==> src/rtl/mem_arb_pkg.sv <==
// Shared types for the two-port memory arbiter.
// Latency: n/a (types and constants only).
// Backpressure: n/a.
package mem_arb_pkg;

  localparam int DATA_WIDTH = 32;
  localparam int BE_WIDTH   = DATA_WIDTH / 8;

  typedef enum logic [1:0] {
    IDLE    = 2'd0,
    SERVE   = 2'd1,
    RECOVER = 2'd2
  } arb_state_t;

  // Port 0 = instruction fetch, port 1 = data access
  typedef logic [0:0] port_idx_t;

endpackage

==> src/rtl/mem_arb_timer.sv <==
// Transaction watchdog: saturating cycle counter with clear/enable and a sticky flag.
// Latency: flag registers on the edge where the count reaches TIMEOUT_CYCLES.
// Backpressure: none; TIMEOUT_CYCLES = 0 disables the flag entirely.
module mem_arb_timer #(
  parameter int TIMEOUT_CYCLES = 64
) (
  input  logic i_clk,
  input  logic i_rst,
  input  logic i_clear,
  input  logic i_enable,
  output logic o_flag
);

  localparam int CW = (TIMEOUT_CYCLES > 0) ? $clog2(TIMEOUT_CYCLES + 1) : 1;
  localparam logic [CW-1:0] LIMIT = CW'(TIMEOUT_CYCLES);

  logic [CW-1:0] r_count;
  logic          r_flag;

  // Count enabled cycles up to LIMIT; the flag survives clears and only reset drops it
  always_ff @(posedge i_clk) begin
    if (i_rst) begin
      r_count <= '0;
      r_flag  <= 1'b0;
    end else if (i_clear) begin
      r_count <= '0;
    end else if (i_enable && (r_count != LIMIT)) begin
      r_count <= r_count + 1'b1;
      if ((TIMEOUT_CYCLES > 0) && (r_count + 1'b1 == LIMIT)) begin
        r_flag <= 1'b1;
      end
    end
  end

  assign o_flag = r_flag;

endmodule

==> src/rtl/mem_port_arbiter.sv <==
// Shares one single-ported memory between fetch (port 0) and data (port 1); optional MEM_ARB_ROUND_ROBIN_EN.
// Latency: strobe 1 cycle after request sampled in IDLE; 2 cycles overhead (IDLE sample + RECOVER) per transaction.
// Backpressure: requesters hold read/write until their resp pulse; the losing port simply waits in IDLE.
module mem_port_arbiter
  import mem_arb_pkg::*;
#(
  parameter int ADDR_WIDTH     = 32,
  parameter int DATA_WIDTH     = 32,
  parameter int TIMEOUT_CYCLES = 64
) (
  input  logic                      clk,
  input  logic                      rst,
  input  logic                      p0_read,
  input  logic                      p0_write,
  input  logic [ADDR_WIDTH-1:0]     p0_addr,
  input  logic [DATA_WIDTH-1:0]     p0_wdata,
  input  logic [DATA_WIDTH/8-1:0]   p0_byte_enable,
  output logic [DATA_WIDTH-1:0]     p0_rdata,
  output logic                      p0_resp,
  input  logic                      p1_read,
  input  logic                      p1_write,
  input  logic [ADDR_WIDTH-1:0]     p1_addr,
  input  logic [DATA_WIDTH-1:0]     p1_wdata,
  input  logic [DATA_WIDTH/8-1:0]   p1_byte_enable,
  output logic [DATA_WIDTH-1:0]     p1_rdata,
  output logic                      p1_resp,
  output logic                      mem_read,
  output logic                      mem_write,
  output logic [ADDR_WIDTH-1:0]     mem_addr,
  output logic [DATA_WIDTH-1:0]     mem_wdata,
  output logic [DATA_WIDTH/8-1:0]   mem_byte_enable,
  input  logic [DATA_WIDTH-1:0]     mem_rdata,
  input  logic                      mem_resp,
  output logic                      timeout_err
);

  arb_state_t                r_state;
  port_idx_t                 r_grant;
  logic                      r_mem_read;
  logic                      r_mem_write;
  logic [ADDR_WIDTH-1:0]     r_mem_addr;
  logic [DATA_WIDTH-1:0]     r_mem_wdata;
  logic [DATA_WIDTH/8-1:0]   r_mem_be;

  logic                      w_p0_req;
  logic                      w_p1_req;
  logic                      w_any_req;
  port_idx_t                 w_win;
  logic                      w_sel_read;
  logic                      w_sel_write;
  logic [ADDR_WIDTH-1:0]     w_sel_addr;
  logic [DATA_WIDTH-1:0]     w_sel_wdata;
  logic [DATA_WIDTH/8-1:0]   w_sel_be;
  logic                      w_resp_fire;

  assign w_p0_req  = p0_read | p0_write;
  assign w_p1_req  = p1_read | p1_write;
  assign w_any_req = w_p0_req | w_p1_req;

`ifdef MEM_ARB_ROUND_ROBIN_EN
  port_idx_t r_last_grant;
  // On contention hand the grant to whichever port did not win last time
  assign w_win = (w_p0_req && w_p1_req) ? ~r_last_grant : port_idx_t'(w_p1_req);
`else
  // Data port always wins contention
  assign w_win = port_idx_t'(w_p1_req);
`endif

  assign w_sel_read  = w_win[0] ? p1_read        : p0_read;
  assign w_sel_write = w_win[0] ? p1_write       : p0_write;
  assign w_sel_addr  = w_win[0] ? p1_addr        : p0_addr;
  assign w_sel_wdata = w_win[0] ? p1_wdata       : p0_wdata;
  assign w_sel_be    = w_win[0] ? p1_byte_enable : p0_byte_enable;

  // Arbitration FSM: latch winner in IDLE, hold mem_* through SERVE, one dead cycle in RECOVER
  always_ff @(posedge clk) begin
    if (rst) begin
      r_state     <= IDLE;
      r_grant     <= '0;
      r_mem_read  <= 1'b0;
      r_mem_write <= 1'b0;
      r_mem_addr  <= '0;
      r_mem_wdata <= '0;
      r_mem_be    <= '0;
`ifdef MEM_ARB_ROUND_ROBIN_EN
      r_last_grant <= 1'b1;
`endif
    end else begin
      case (r_state)
        IDLE: begin
          if (w_any_req) begin
            r_grant     <= w_win;
            r_mem_read  <= w_sel_read;
            // A port raising both read and write gets the read only
            r_mem_write <= w_sel_write & ~w_sel_read;
            r_mem_addr  <= w_sel_addr;
            r_mem_wdata <= w_sel_wdata;
            r_mem_be    <= w_sel_be;
            r_state     <= SERVE;
`ifdef MEM_ARB_ROUND_ROBIN_EN
            r_last_grant <= w_win;
`endif
          end
        end
        SERVE: begin
          if (mem_resp) begin
            r_mem_read  <= 1'b0;
            r_mem_write <= 1'b0;
            r_state     <= RECOVER;
          end
        end
        RECOVER: begin
          r_state <= IDLE;
        end
        default: begin
          r_state     <= IDLE;
          r_mem_read  <= 1'b0;
          r_mem_write <= 1'b0;
        end
      endcase
    end
  end

  // Completion is forwarded combinationally, and only while a transaction is outstanding
  assign w_resp_fire = (r_state == SERVE) & mem_resp;
  assign p0_resp     = w_resp_fire & (r_grant == 1'b0);
  assign p1_resp     = w_resp_fire & (r_grant == 1'b1);
  assign p0_rdata    = mem_rdata;
  assign p1_rdata    = mem_rdata;

  assign mem_read        = r_mem_read;
  assign mem_write       = r_mem_write;
  assign mem_addr        = r_mem_addr;
  assign mem_wdata       = r_mem_wdata;
  assign mem_byte_enable = r_mem_be;

  mem_arb_timer #(
    .TIMEOUT_CYCLES (TIMEOUT_CYCLES)
  ) u_timer (
    .i_clk    (clk),
    .i_rst    (rst),
    .i_clear  ((r_state == IDLE) & w_any_req),
    .i_enable ((r_state == SERVE) & ~mem_resp),
    .o_flag   (timeout_err)
  );

endmodule
==> config.mk <==
export PLATFORM = sky130hd
export DESIGN_NAME = mem_port_arbiter
export DESIGN_NICKNAME = d
export VERILOG_FILES = /design/src/rtl/mem_arb_pkg.sv /design/src/rtl/mem_arb_timer.sv /design/src/rtl/mem_port_arbiter.sv
export SDC_FILE = /design/constraint.sdc
export NUM_CORES = 1
export LEC_CHECK = 0
export CORE_AREA = 3 3 121 123
export CTS_CLUSTER_DIAMETER = 40
export DETAILED_ROUTE_END_ITERATION = 10
export DIE_AREA = 0 0 124 126
export PLACE_DENSITY = 0.89
export SYNTH_ARGS = -nofsm -noshare
export SYNTH_HDL_FRONTEND = slang
export SYNTH_SLANG_ARGS = --single-unit
==> constraint.sdc <==
create_clock -name clk -period 2.7 [get_ports clk]
set_input_delay 0.54 -clock clk [delete_from_list [all_inputs] [get_ports clk]]
set_output_delay 0.54 -clock clk [all_outputs]
set_load 0.02 [all_outputs]
==> results of run 1 <==
==> flip-flops by register name, indices dropped and copies added, names as in the netlist <==
name             flops
mem_byte_enable      4
r_state              2
u_timer.r_count      7
mem_write            1
mem_addr            32
u_timer.o_flag       1
mem_read             1
mem_wdata           32
r_grant              1
==> per-layer routing <==
metal,vias up,global-route usage (%),share of wire (%)
met2,197,30.16,48
met3,52,7.005,9.1
met5,-,0,0.089
met4,2,7.861,3.7
li1,2080,-,-
met1,2027,20.85,39
==> through the flow <==
stage | cell area [um2] | hold slack [ns] | total power [W] | instances
detailed placement | 6441 | 0.4823 | 0.002577 | 831
CTS | 6755 | 0.4971 | 0.003882 | 847
finish | 6758 | 0.4934 | 0.003839 | 848
global placement | 6441 | 0.4725 | 0.002552 | 831
global route | 6758 | 0.5323 | 0.004030 | 848
floorplan | 4718 | 0.5121 | 0.002196 | 542
==> worst min-delay path, delay by kind of cell, from the launching register on <==
| kind | cells | cell delay, ns |
|---|---|---|
| AO/OA/AOI/OAI | 2 | 0.13 |
| flip-flops | 1 | 0.32 |
==> cells in the mapped netlist, drive strengths merged (2+ instances only) <==
master  instances
ha              3
clkbuf         33
dfxtp          81
nand2          69
buf            82
xor2            2
nand3           3
nor2           80
or3b            2
inv             8
a211oi          2
o21ai          71
a21oi           6
and2            2
a31oi           3
nor3            9
a311oi         70
xnor2           6
==> power groups by stage <==
| stage | logic [W] | clock network (W) | registers (W) |
|---|---|---|---|
| global route | 0.00123 | 0.00139 | 0.00141 |
| CTS | 0.00116 | 0.00133 | 0.00139 |
| floorplan | 0.000632 | 0 | 0.00156 |
| finish | 0.00115 | 0.00130 | 0.00139 |
| detailed placement | 0.00116 | 0 | 0.00142 |
| global placement | 0.00114 | 0 | 0.00141 |
==> logic make-up (layout without fill, tap and decap cells) <==
kind of cell / count (synthesis) / after routing
compound gates: 153 / 153
mux: 1 / 1
simple gates: 173 / 173
buf+inv: 123 / 248
xor+xnor: 8 / 8
other cells: 0 / 1
flops: 81 / 81
fa+ha+maj: 3 / 3
==> cell type report <==
cell class	instances	area, um2	area share [%]
diodes	1	2.502	0.03703
clock buffers	10	239.0	3.536
clock inverters	6	75.07	1.111
inverters	8	30.03	0.4444
multi-input cells	338	2307	34.14
flip-flops and latches	81	1622	24.00
well taps	180	225.2	3.333
repair buffers	224	2257	33.40
==> worst max-delay path by stage <==
| stage | from | end | slack, ns | cells after the start |
|---|---|---|---|---|
| 5_1_grt | mem_resp | p1_resp | 0.10 | 4 |
| 4_1_cts | mem_resp | p1_resp | 0.16 | 4 |
| 3_5_place_dp | mem_resp | p1_resp | 0.17 | 4 |
| 6_report | mem_resp | p1_resp | 0.17 | 4 |
| 3_3_place_gp | mem_resp | p1_resp | 0.16 | 4 |
| 2_1_floorplan | p1_write | mem_addr[10] | 0.64 | 8 |
==> reports/qor.txt, run 1 <==
outcome = complete, no violations
switching power = 0.001183 W
commonest cells after routing, fill and taps aside = 212 x clkdlybuf4s50_1, 81 x dfxtp_1, 79 x nor2_1
CP max-delay cell = clkdlybuf4s50_1
GRT Residual Overflow = 0
WHS Endpoint = mem_read
Fmax = 0.3954 GHz
Worst setup EP type = output port
Sw Share = 30.82%
Seq/Total Area, Yosys = 34.37%
All-Layer GR Usage = 18.26%
CP dominant cell by count = clkdlybuf4s50_1
nets = 840
DRC violations left = 0
Worst Hold Depth = 2
Post-Syn Nets = 720
Worst Slack Setup Final = 0.1706 ns
first-pass GRT wire length = 22250 um
min Tclk post-route = 2.529 ns
layout cells sized above 1 = 15.29%
antenna-violating nets left = 0
Routed WL = 14640 um
unique cell type count in the Yosys netlist = 32
mapped cell area = 4718 um2
top-area cell type share of the netlist area = 34.37%
RR Startpoint = r_state[0]
postcts setup bufs = 0
Static Leakage = 2.301 nW
clock root buffer = clkbuf_16
clk buf depth = 2
Die Ht = 126 um
latest clock arrival within the worst-skew pair = 0.35 ns
drt pass-1 iters = 5
kind of critical path = in -> out
actual transition at the worst max-transition pin = 0.5693 ns
DIE AREA = 15620 um2
peak supply drop = 0.4318 mV
Synth Area per Inst = 8.705 um2
DP Worst Slack = 0.1667 ns
# clock sinks = 81
Hold Path Origin = mem_read
post-detail-place hpwl = 10210 um
total CTS buffers = 9
Synth area leaders = dfxtp_1 34%, a311oi_2 22%, buf_4 10%
required time of the critical path = 2.16 ns
post-synthesis simple-gate area fraction = 15.01%
final worst-path cycle share = 93.68%
Sequential Power Share = 36.2%
CTS resizes = 0
filler instances = 1263
CTS tree = built
ys flop type = dfxtp_1
Starting Density = 34.26%
cell count of the worst reg-to-reg path = 4
Setup crit start kind = primary input
async set-reset flop share out of synthesis = 0%
GPL Wtd Cong = 0.7906
synth-to-layout area growth = 43.22%
# setup viols final = 0
commonest non-fill, non-tap cell in the layout = clkdlybuf4s50_1
Buffers on Ports = 215
Vias/cell = 5.139
Core Box Area = 13770 um2
Post-synth EDFFs = 0
top cell type by total area after synthesis = dfxtp_1
delay-heaviest family, CP = buffers and inverters
main combinational cell family by area after synthesis = compound AO/OA/AOI/OAI gates
slowest stage delay, CP = 0.66 ns
# rows = 43
clock power share = 33.7%
Slew Viols, Final = 0
worst reg-to-reg setup slack = 0.99 ns
post-synthesis adder-cell area fraction = 0.7955%
Logic pwr share = 30.0%
Gate Count Post-Synth = 542
Worst-path clk slew = 0.06 ns
Power Dens Cells = 568.1 nW/um2
final setup TNS = 0 ns
initial DRC count = 205
max_slew headroom = 61.97%
Reg-to-Reg End = u_timer.o_flag
Worst Path Buf+Inv = 2
Post-Synth XOR/XNOR Area = 1.485%
Worst Skew = 0.009142 ns
Final Hold Fails = 0
antenna violations before repair = 2
crit path max fanout = 3
WL/cell = 17.26 um
Ys Warns = 0
pin count of the biggest net entering global routing = 83
post-synthesis compound-gate area fraction = 31.19%
I/O pin count = 312
RSZ-0062 raised after global routing = false
Max Cap Violations = 0
register bit total from synthesis = 81
multiplexer share of the synthesized area = 0.2121%
CTS HTree Levels = 3
Cell Chain, Critical Path = clkdlybuf4s50_1, nand3_1, nor2_1, clkdlybuf4s50_1
Hold-fix buffers, CTS = 0
arrival time at the worst endpoint = 1.99 ns
final core occ = 49.06%
Internal = 0.002656 W
worst min-delay path class = reg -> reg
width of the chip = 124 um
vias in the first global route = 4225
via count = 4358
No activity file was read; power rests on OpenSTA's default activity.
==> inputs of run 2 (changes only) <==
==> constraint.sdc (replaced) <==
create_clock -name clk -period 2.7 [get_ports clk]
set_input_delay 0.81 -clock clk [delete_from_list [all_inputs] [get_ports clk]]
set_output_delay 0.81 -clock clk [all_outputs]
set_load 0.02 [all_outputs]
==> run 2 against run 1 <==
Clock power shrank 5%. Global-route usage grew 0.49 points. Die area is the same. Combinational power is essentially flat. Sequential cell count is the same. Final area grew 0.50%. Core utilization grew 0.25 points. Fmax shrank 1.6%. Non-clock buffer count grew 3.
==> reports/qor.txt, run 2 (synthesis results as in run 1) <==
outcome = complete, no violations
# rows = 43
synth-to-layout area growth = 43.94%
Setup crit start kind = primary input
arrival time at the worst endpoint = 1.76 ns
GPL Wtd Cong = 0.7998
Worst-path clk slew = 0.06 ns
CTS tree = built
commonest cells after routing, fill and taps aside = 210 x clkdlybuf4s50_1, 81 x dfxtp_1, 79 x nor2_1
Critical Path Start = mem_resp
Vias/cell = 5.055
DIE AREA = 15620 um2
WL/cell = 17.53 um
clock root buffer = clkbuf_16
commonest non-fill, non-tap cell in the layout = clkdlybuf4s50_1
Sw Share = 30.76%
first-pass GRT wire length = 22960 um
RR Startpoint = r_state[0]
final setup TNS = 0 ns
Power Dens Cells = 559.8 nW/um2
Starting Density = 34.26%
max_slew headroom = 72.23%
via count = 4302
clock power share = 32.6%
nets = 843
# setup viols final = 0
Non-Filler Instances = 851
DRC violations left = 0
layout cells sized above 1 = 15.82%
min Tclk post-route = 2.571 ns
Buffers on Ports = 215
final worst-path cycle share = 95.21%
initial DRC count = 201
final core occ = 49.31%
Routed WL = 14920 um
required time of the critical path = 1.89 ns
Worst setup EP type = output port
Hold WS = 0.4920 ns
actual transition at the worst max-transition pin = 0.4165 ns
Worst Skew = 0.004273 ns
peak supply drop = 0.3738 mV
postcts setup bufs = 0
GRT Residual Overflow = 0
RSZ-0062 raised after global routing = false
drt pass-1 iters = 5
Final Hold Fails = 0
Slew Viols, Final = 0
Internal = 0.002632 W
kind of critical path = in -> out
width of the chip = 124 um
antenna violations before repair = 2
Hold Path Origin = mem_read
Max Cap Violations = 0
Core Box Area = 13770 um2
crit path max fanout = 3
Sequential Power Share = 36.6%
worst min-delay path class = reg -> reg
pin count of the biggest net entering global routing = 72
clk buf depth = 2
filler instances = 1268
post-detail-place hpwl = 10460 um
vias in the first global route = 4332
Die Ht = 126 um
antenna-violating nets left = 0
CTS HTree Levels = 3
latest clock arrival within the worst-skew pair = 0.34 ns
switching power = 0.001170 W
# clock sinks = 81
Placed Cells = 834
Fmax = 0.3890 GHz
Logic pwr share = 30.8%
Static Leakage = 2.312 nW
I/O pin count = 312
All-Layer GR Usage = 18.75%
total CTS buffers = 9
## run 2: cell types whose count changed in the layout (fill, tap and decap cells not counted), sizes merged
cell	delta
inv	-2
clkdlybuf4s50	-2
clkinv	-1
buf	+4
clkbuf	+1
clkinvlp	+3
## run 2: area by class of cell
class                   instances  area (um2)  area share, %
multi-input cells             338        2307          33.97
diodes                          1       2.502        0.03685
well taps                     180       225.2          3.316
inverters                       8       30.03         0.4422
repair buffers                227        2307          33.97
clock buffers                  10       229.0          3.371
flip-flops and latches         81        1622          23.88
clock inverters                 6       68.82          1.013
## run 2: repair_timing
item,4_1_cts,5_1_grt
pin swaps,0,0
resized for setup,5,2
endpoints found under the hold margin,0,0
endpoints found under the setup margin,2,1
hold buffers,0,0
## run 2: per-stage QoR
stage | cell area, um2 | power, W | worst slack [ns]
global route | 6792 | 0.003999 | 0.03997
detailed placement | 6501 | 0.002598 | -0.3697
floorplan | 4718 | 0.002196 | 0.3742
CTS | 6793 | 0.003862 | 0.02927
finish | 6792 | 0.003802 | 0.1293
global placement | 6501 | 0.002569 | -0.3638
## run 2: per-layer routing
| metal | vias to the layer above | GRT usage [%] | routed length, um |
|---|---|---|---|
| li1 | 2091 | - | - |
| met1 | 1964 | 21.67 | 6043 |
| met2 | 186 | 31.28 | 7102 |
| met3 | 59 | 5.388 | 1166 |
| met4 | 2 | 9.472 | 595 |
| met5 | - | 0 | 13 |
## run 2: path summary, 6_finish.rpt
| kind | depth (start not counted) | slack, ns | endpoint |
|---|---|---|---|
| worst min-delay path | 2 | 0.49 | mem_read |
| worst max register to register | 5 | 1.04 | u_timer.r_count[1] |
| worst max-delay path | 4 | 0.13 | p1_resp |
| worst min register to register | 2 | 0.49 | mem_read |
## run 2: worst max-delay path, cell delays in order
cell and delay, ns:
clkdlybuf4s50_1 0.48, nand3_1 0.12, nor2_1 0.15, buf_2 0.20
## run 2: power groups by stage
stage | Sequential (W) | Combinational, W | Clock (W)
detailed placement | 0.00142 | 0.00118 | 0
global route | 0.00141 | 0.00125 | 0.00134
finish | 0.00139 | 0.00117 | 0.00124
global placement | 0.00141 | 0.00116 | 0
floorplan | 0.00156 | 0.000632 | 0
CTS | 0.00139 | 0.00118 | 0.00129
==> inputs of run 3 (changes only) <==
- MAX_ROUTING_LAYER: unset -> met4
==> run 3 against run 2 <==
Final area hardly changed. Clock power hardly changed. First-iteration DRC count is 14% higher. Via count is 1.3% higher. Critical path type unchanged. Critical endpoint unchanged. Largest cell class unchanged. Largest power group unchanged.
==> reports/qor.txt, run 3 (synthesis results as in run 1) <==
total CTS buffers = 9
commonest cells after routing, fill and taps aside = 210 x clkdlybuf4s50_1, 81 x dfxtp_1, 79 x nor2_1
Reg-to-Reg End = u_timer.r_count[1]
Worst Hold Depth = 2
max_slew headroom = 71.82%
filler instances = 1268
Starting Density = 34.26%
Worst setup EP type = output port
via count = 4357
kind of critical path = in -> out
Fmax = 0.3887 GHz
Routed WL = 14960 um
final core occ = 49.33%
postcts setup bufs = 0
met2 wire len = 7158 um
CTS HTree Levels = 3
Top Metal Used = met4
Post-DP Area = 6501 um2
Worst-path clk slew = 0.06 ns
width of the chip = 124 um
post-detail-place hpwl = 10460 um
# clock sinks = 81
drt pass-1 iters = 4
final worst-path cycle share = 95.29%
GPL Wtd Cong = 0.8113
WL/cell = 17.56 um
outcome = complete, no violations
cell count of the worst reg-to-reg path = 5
DIE AREA = 15620 um2
GRT Residual Overflow = 0
crit path max fanout = 3
Buffers on Ports = 215
Max Cap Violations = 0
All-Layer GR Usage = 19.38%
wire length on met1 = 5942 um
Hold Path Origin = mem_read
antenna-violating nets left = 0
clk buf depth = 2
Worst Skew = 0.005597 ns
layout cells sized above 1 = 15.82%
latest clock arrival within the worst-skew pair = 0.33 ns
Die Ht = 126 um
synth-to-layout area growth = 43.99%
arrival time at the worst endpoint = 1.76 ns
Setup crit start kind = primary input
RR Startpoint = r_state[0]
commonest non-fill, non-tap cell in the layout = clkdlybuf4s50_1
RSZ-0062 raised after global routing = false
initial DRC count = 230
Final Hold Fails = 0
min Tclk post-route = 2.573 ns
first-pass GRT wire length = 23020 um
vias in the first global route = 4348
Register Area = 1622 um2
Core Box Area = 13770 um2
DRC violations left = 0
Power Dens Cells = 560.5 nW/um2
met3 wire len = 1265 um
cell area after layout = 6794 um2
Slew Viols, Final = 0
worst min-delay path class = reg -> reg
pin count of the biggest net entering global routing = 72
I/O pin count = 312
clock root buffer = clkbuf_16
CTS tree = built
Vias/cell = 5.114
WHS Endpoint = mem_read
# rows = 43
antenna violations before repair = 2
# setup viols final = 0
Multi-input gate area = 2307 um2
Hold-fix buffers, CTS = 0
worst reg-to-reg setup slack = 1.04 ns
required time of the critical path = 1.89 ns
actual transition at the worst max-transition pin = 0.4226 ns
Static Leakage = 2.312 nW
nets = 843
peak supply drop = 0.3785 mV
## run 3: cell count changes in the layout (fill, tap and decap cells not counted), sizes merged
cell | before | now
diode | 1 | 2
## run 3: critical path: stages
cell	delay [ns]
clkdlybuf4s50_1	0.48
nand3_1	0.12
nor2_1	0.15
buf_2	0.20
## run 3: metal layers
layer	up-vias	global-route usage (%)
met5	-	-
li1	2088	-
met3	60	5.164
met1	2005	22.08
met4	0	9.472
met2	204	31.24
## run 3: worst max-delay path by stage
| stage | start | end | slack (ns) | depth (start not counted) |
|---|---|---|---|---|
| finish | mem_resp | p1_resp | 0.13 | 4 |
| global route | mem_resp | p1_resp | 0.04 | 4 |
| CTS | mem_resp | p0_resp | 0.03 | 4 |
| detailed placement | mem_resp | p1_resp | -0.37 | 4 |
| global placement | mem_resp | p1_resp | -0.36 | 4 |
| floorplan | p1_write | mem_addr[10] | 0.37 | 8 |
## run 3: report_power, final
group,switching [W],total [W],internal [W]
Clock,0.000526,0.00124,0.000719
Combinational,0.000581,0.00117,0.000589
Sequential,0.0000688,0.00139,0.00132
Total,0.00118,0.00381,0.00263
## run 3: stage by stage
step           worst slack (ns)  hold slack, ns  cells  power, W  TNS (ns)
6_report                 0.1272          0.4921    852  0.003808         0
3_3_place_gp            -0.3638          0.4709    834  0.002569   -0.5931
4_1_cts                 0.02927          0.4923    850  0.003862         0
3_5_place_dp            -0.3697          0.4786    834  0.002598   -0.6074
2_1_floorplan            0.3742          0.5121    542  0.002196         0
5_1_grt                 0.03997          0.5247    852  0.004004         0
## run 3: timing repair
| action | in CTS | in global routing |
|---|---|---|
| endpoints found under the setup margin | 2 | 1 |
| gates resized for setup | 5 | 2 |
| gates cloned | 0 | 0 |
## run 3: final cells by class
type,count,share of cell area [%]
diodes,2,0.07366
well taps,180,3.315
multi-input cells,338,33.96
inverters,8,0.4420
flip-flops and latches,81,23.87
clock inverters,6,1.013
clock buffers,10,3.370
repair buffers,227,33.96
